**src/rtl/product_acc_if.sv**
```systemverilog
// Handshake bundle between the product source, product_accumulator and the result consumer.
// slave is the accumulator side; master is the producer/consumer side.
interface product_acc_if #(
    parameter int PROD_W = 8,
    parameter int ACC_W  = 16
);
    logic              in_valid;
    logic              in_ready;
    logic [PROD_W-1:0] in_prod;
    logic              out_valid;
    logic              out_ready;
    logic [ACC_W-1:0]  out_sum;
    logic              out_ovf;

    modport master (
        output in_valid, in_prod, out_ready,
        input  in_ready, out_valid, out_sum, out_ovf
    );

    modport slave (
        input  in_valid, in_prod, out_ready,
        output in_ready, out_valid, out_sum, out_ovf
    );
endinterface

```
**src/rtl/product_accumulator.sv**
```systemverilog
// Dot-product stage: sums N_TERMS signed products per frame and hands the sum plus a sticky
// overflow flag downstream. Build option SATURATE_EN clamps each add instead of wrapping.
module product_accumulator #(
    parameter int PROD_W  = 8,
    parameter int ACC_W   = 16,
    parameter int N_TERMS = 4
) (
    input  logic          clk,
    input  logic          rst,
    input  logic          clr,
    product_acc_if.slave  bus,
    output logic          busy
);
    localparam int CNT_W = $clog2(N_TERMS + 1);

    typedef enum logic [1:0] {IDLE, ACCUM, DONE} state_t;

    state_t                  state, state_nxt;
    logic signed [ACC_W-1:0] acc, acc_nxt;
    logic [CNT_W-1:0]        cnt, cnt_nxt;
    logic                    ovf, ovf_nxt;

    logic signed [PROD_W-1:0] prod;
    logic signed [ACC_W-1:0]  ext;
    logic signed [ACC_W-1:0]  add_sum;
    logic                     add_ovf;
    logic                     accept;

    // Two's-complement add; overflow when both operands share a sign the result lacks.
    function automatic logic [ACC_W:0] add_term(input logic signed [ACC_W-1:0] a,
                                                input logic signed [ACC_W-1:0] b);
        logic signed [ACC_W-1:0] s;
        logic                    o;
        s = a + b;
        o = (a[ACC_W-1] == b[ACC_W-1]) && (s[ACC_W-1] != a[ACC_W-1]);
        return {o, s};
    endfunction

`ifdef SATURATE_EN
    // On overflow the true result has the operands' sign, so clamp toward that rail.
    function automatic logic signed [ACC_W-1:0] saturate(input logic signed [ACC_W-1:0] s,
                                                         input logic o,
                                                         input logic neg);
        if (!o) return s;
        return neg ? {1'b1, {(ACC_W-1){1'b0}}} : {1'b0, {(ACC_W-1){1'b1}}};
    endfunction
`endif

    assign prod             = bus.in_prod;
    assign ext              = ACC_W'(prod);
    assign {add_ovf, add_sum} = add_term(acc, ext);

    assign bus.in_ready  = (state != DONE) && !rst;
    assign accept        = bus.in_valid && bus.in_ready;
    assign bus.out_valid = (state == DONE);
    assign bus.out_sum   = acc;
    assign bus.out_ovf   = ovf;
    assign busy          = (state != IDLE);

    always_ff @(posedge clk or posedge rst) begin
        if (rst) begin
            state <= IDLE;
            acc   <= '0;
            cnt   <= '0;
            ovf   <= 1'b0;
        end else begin
            state <= state_nxt;
            acc   <= acc_nxt;
            cnt   <= cnt_nxt;
            ovf   <= ovf_nxt;
        end
    end

    always_comb begin
        state_nxt = state;
        acc_nxt   = acc;
        cnt_nxt   = cnt;
        ovf_nxt   = ovf;
        if (clr) begin
            state_nxt = IDLE;
            acc_nxt   = '0;
            cnt_nxt   = '0;
            ovf_nxt   = 1'b0;
        end else begin
            case (state)
                IDLE: begin
                    if (accept) begin
                        acc_nxt   = ext;
                        cnt_nxt   = CNT_W'(1);
                        ovf_nxt   = 1'b0;
                        state_nxt = (N_TERMS == 1) ? DONE : ACCUM;
                    end
                end
                ACCUM: begin
                    if (accept) begin
`ifdef SATURATE_EN
                        acc_nxt = saturate(add_sum, add_ovf, acc[ACC_W-1]);
`else
                        acc_nxt = add_sum;
`endif
                        ovf_nxt = ovf | add_ovf;
                        cnt_nxt = cnt + 1'b1;
                        if (cnt == CNT_W'(N_TERMS - 1)) state_nxt = DONE;
                    end
                end
                DONE: begin
                    if (bus.out_ready) state_nxt = IDLE;
                end
                default: state_nxt = IDLE;
            endcase
        end
    end
endmodule

```
**src/flat_wrapper.sv**
```systemverilog
// flat-port wrapper written by rule: the top's interface ports become plain ports
module product_accumulator_flat 
#(
    parameter int PROD_W  = 8,
    parameter int ACC_W   = 16,
    parameter int N_TERMS = 4
)
  (clk, rst, clr, busy, bus_in_valid, bus_in_prod, bus_out_ready, bus_in_ready, bus_out_valid, bus_out_sum, bus_out_ovf);
  product_acc_if #(.PROD_W(PROD_W), .ACC_W(ACC_W)) bus_i ();
  input  logic clk;
  input  logic rst;
  input  logic clr;
  output logic busy;
  input wire logic [$bits(bus_i.in_valid)-1:0] bus_in_valid;
  input wire logic [$bits(bus_i.in_prod)-1:0] bus_in_prod;
  input wire logic [$bits(bus_i.out_ready)-1:0] bus_out_ready;
  output wire logic [$bits(bus_i.in_ready)-1:0] bus_in_ready;
  output wire logic [$bits(bus_i.out_valid)-1:0] bus_out_valid;
  output wire logic [$bits(bus_i.out_sum)-1:0] bus_out_sum;
  output wire logic [$bits(bus_i.out_ovf)-1:0] bus_out_ovf;
  assign bus_i.in_valid = bus_in_valid;
  assign bus_i.in_prod = bus_in_prod;
  assign bus_i.out_ready = bus_out_ready;
  assign bus_in_ready = bus_i.in_ready;
  assign bus_out_valid = bus_i.out_valid;
  assign bus_out_sum = bus_i.out_sum;
  assign bus_out_ovf = bus_i.out_ovf;
  product_accumulator #(.PROD_W(PROD_W), .ACC_W(ACC_W), .N_TERMS(N_TERMS)) u_core (.clk(clk), .rst(rst), .clr(clr), .bus(bus_i), .busy(busy));
endmodule
```
**config.mk**
```make
export PLATFORM = sky130hd
export DESIGN_NAME = product_accumulator_flat
export DESIGN_NICKNAME = d
export VERILOG_FILES = /design/src/rtl/product_acc_if.sv /design/src/rtl/product_accumulator.sv /design/src/flat_wrapper.sv
export SDC_FILE = /design/constraint.sdc
export NUM_CORES = 1
export LEC_CHECK = 0
export CAP_MARGIN = 15
export CORE_ASPECT_RATIO = 1.25
export CORE_UTILIZATION = 48
export CTS_BUF_LIST = sky130_fd_sc_hd__clkbuf_8 sky130_fd_sc_hd__clkbuf_16
export DETAILED_ROUTE_END_ITERATION = 8
export PLACE_DENSITY = 0.77
export SLEW_MARGIN = 20
export SYNTH_ARGS = -nofsm -noshare
export SYNTH_HDL_FRONTEND = slang
export SYNTH_SLANG_ARGS = --single-unit
```
**constraint.sdc**
```tcl
create_clock -name clk -period 2.5 [get_ports clk]
set_clock_uncertainty 0.1 [all_clocks]
set_input_delay 0.5 -clock clk [delete_from_list [all_inputs] [get_ports clk]]
set_output_delay 0.5 -clock clk [all_outputs]
set_load 0.005 [all_outputs]
```
==> metrics.csv <==
stage;metric;value;unit
global_route;grt_max_degree;23;
power_and_ir_drop;p_int;816;µW
route;vias;1881;
timing;relSlewSlack;43.1;%
synth;yosys_warnings;0;
worst_setup_path;worst-path-buf-inv;2;
power_and_ir_drop;pwr-share-comb;36.8;%
placement;dp_worst_setup_slack;-0.609;ns
power_and_ir_drop;leakage;0.00126;µW
worst_setup_path;cp_top_family;compound AO/OA/AOI/OAI gates;
clocking;cts_hold_buf;0;
worst_setup_path;worstPathCellList;dlygate4sd2_1, ha_4, o211ai_1, o211ai_1, buf_4, a211oi_4, nand2b_4, a21oi_4, mux2i_1, a211oi_2;
worst_setup_path;end_kind;register;
power_and_ir_drop;swShare;29.6;%
synth;yosysMostFrequentCell;nand2_1;
synth;syn_inst;219;
synth;syn-num-nets;250;
clocking;clkLatencyLatePin;0.26;ns
synth;synth-main-ff-cell;dfrtp_1;
floorplan;die_h;71.1;µm
power_and_ir_drop;power;1160;µW
clocking;cts_tree;built;
route;drcViolationCount;2;
worst_setup_path;path_class;input port to register;
timing;worst_slew_pin_slew;0.853;ns
timing;drv_slew;0;
timing;period_share;98.0;%
floorplan;initial_core_util;51.3;%
finish;final_layout_size_suffix_gt1_share;28.7;%
placement;post-dp-hpwl;3480;µm
placement;gp_congestion;0.889;
worst_hold_path;min-delay-path-class;register to register;
timing;hold_viol;0;
worst_setup_path;arrival;2.49;ns
power_and_ir_drop;p_per_area;428;nW/µm²
status;violations;design-rule violations;
route;drtPass1Iterations;7;
synth;yosysUniqueCellTypes;48;
synth;syn_avg_cell_area;8.37;µm²
timing;worst_slack;0.0496;ns
power_and_ir_drop;ir_drop;259;µV
floorplan;core;3570;µm²
status;status;finished with violations;
worst_setup_path;critPathLaunchType;input port;
worst_setup_path;crit_top_cell;o211ai_1;
synth;async_flop_share;100;%
global_route;grt_pass1_vias;1865;
job;maxCapViolCount;0;
synth;synth_area;1830;µm²
route;drt_iter0_markers;71;
finish;fillers;248;
global_route;grt_pass1_wl;8310;µm
timing;setup_viol;0;
clocking;clock_sinks;22;
finish;regArea;552;µm²
global_route;antenna_found_initial;0;
power_and_ir_drop;pwr-share-seq;34.2;%
finish;nets;325;
power_and_ir_drop;clkPwrFrac;29.0;%
worst_setup_path;cp_slowest_cell;a211oi_4;
synth;synth_top_area_share;30.0;%
global_route;track_usage;26.0;%
clocking;clk_pin_slew;0.08;ns
route;wirelength;5030;µm
synth;synth_edf_count;0;
worst_setup_path;crit_required;2.54;ns
floorplan;std_cell_rows;24;
floorplan;io_pins;33;
route;vias_per_cell;5.67;
timing;min_period;2.45;ns
worst_setup_path;worstPathMaxFanout;4;
timing;rsz0062_at_grt;yes;
clocking;cts-buffers-inserted;3;
clocking;htreeDepth;1;
timing;timing.fmax;408;MHz
power_and_ir_drop;switchingPower;343;µW
route;wl_per_cell;15.2;µm
synth;yosysTopAreaCell;dfrtp_1;
floorplan;die-width;57.3;µm
floorplan;dieArea;4070;µm²
placement;portBuffers;32;
synth;yosysSeqAreaShare;30.0;%
global_route;grt.overflow.total;0;
clocking;cts-root-buf;clkbuf_8;
route;ant_nets;0;
finish;multi_input_area;1330;µm²
clocking;cts_buffer_depth;2;
finish;area_delta_synth_final;47.6;%
synth;ys_ff_latch;22;
synth;synth.area.top_cells;dfrtp_1, ha_1, a21oi_1;
worst_setup_path;max_stage_delay;0.33;ns
finish;antenna_cells;0;
synth;synthTopCellsByCount;nand2_1, dfrtp_1, nor2_1;
-- flip-flops by register name, summed over array words and instances (netlist names) --
signal and flops:
u_core.state 2, u_core.bus.out_ovf 1, u_core.cnt 3, u_core.bus.out_sum 16
-- power groups by stage --
| stage | sequential, µW | clock (µW) | combinational, µW |
|---|---|---|---|
| after floorplan | 398 | 0 | 209 |
| after global placement | 399 | 0 | 374 |
| after detailed placement | 400 | 0 | 382 |
| after CTS | 394 | 345 | 402 |
| after global routing | 400 | 358 | 465 |
| final | 396 | 336 | 426 |
-- what timing repair did --
action,CTS,global route
pin swaps,14,15
gates resized for setup,18,17
endpoints found under the setup margin,9,10
setup buffers,4,2
-- metal layers --
layer | up-vias | wire [µm] | GRT usage [%] | share of wire (%)
met3 | 6 | 153 | 2.93 | 3.0
met5 | - | 0 | 0 | 0
li1 | 936 | - | - | -
met4 | 0 | 48 | 7.05 | 0.95
met2 | 43 | 2600 | 47.6 | 52
met1 | 896 | 2230 | 32.0 | 44
-- path summary, 6_finish.rpt --
kind | from | endpoint | slack [ns] | cells past startpoint
setup / recovery | bus_in_prod[2] | u_core.bus.out_sum[13] | 0.05 | 10
hold / removal | u_core.cnt[0] | u_core.cnt[0] | 0.39 | 1
setup reg to reg | u_core.bus.out_sum[0] | u_core.bus.out_sum[13] | 0.06 | 10
hold reg to reg | u_core.cnt[0] | u_core.cnt[0] | 0.39 | 1
max in group asynchronous | rst | u_core.bus.out_sum[1] | 1.52 | 3
min in group asynchronous | rst | u_core.state[1] | 0.54 | 3
-- worst register-to-register path, cell delays in order, from the launching register on --
cell	delay [ns]
dfrtp_1	0.42
ha_4	0.18
buf_4	0.13
a211oi_2	0.26
o211ai_1	0.15
buf_4	0.17
a211oi_4	0.33
nand2b_4	0.10
a21oi_4	0.16
mux2i_1	0.24
a211oi_2	0.09
-- stage by stage --
step	utilization (%)	cell area [µm²]	TNS, ns	hold slack (ns)	cells
floorplan	-	1830	0	0.354	219
global placement	69.2	2470	-3.92	0.384	322
detailed placement	69.2	2470	-4.39	0.385	322
CTS	73.3	2620	0	0.399	330
global route	75.7	2710	-0.0990	0.434	332
finish	75.7	2710	0	0.394	332
-- layout by cell type (no fill, tap or decap), types with 4 or more instances in the layout --
cell type	synthesis	final
o21ai_0	10	8
a21oi_1	19	16
ha_4	0	6
ha_1	17	10
nand2_1	25	25
clkdlybuf4s50_1	0	25
nor2_1	22	22
xnor2_1	4	4
buf_4	0	47
inv_1	10	9
dfrtp_1	22	21
nor3_1	6	6
nor2b_1	5	5
nand3_1	6	6
o21ai_1	2	4
a311oi_1	4	4
xor2_1	4	4
a211oi_1	7	7
-- final cells by class --
type	instances	area share, %
clock inverters	1	1.11
clock buffers	3	1.53
repair buffers	79	24.7
multi-input cells	178	49.1
flip-flops and latches	22	20.4
inverters	10	1.39
well taps	39	1.80
-- logic make-up after synthesis --
logic type	count (synthesis)	share of synthesized area (%)
xor gates and xnor gates	8	3.82
DFF	22	30.0
AOI/OAI and AO/OA	67	26.0
muxes	2	1.09
adders and majority gates	18	12.7
and+or+nand+nor	83	22.2
buffers and inverters	19	4.16
Power figures use the tool's default switching activity.
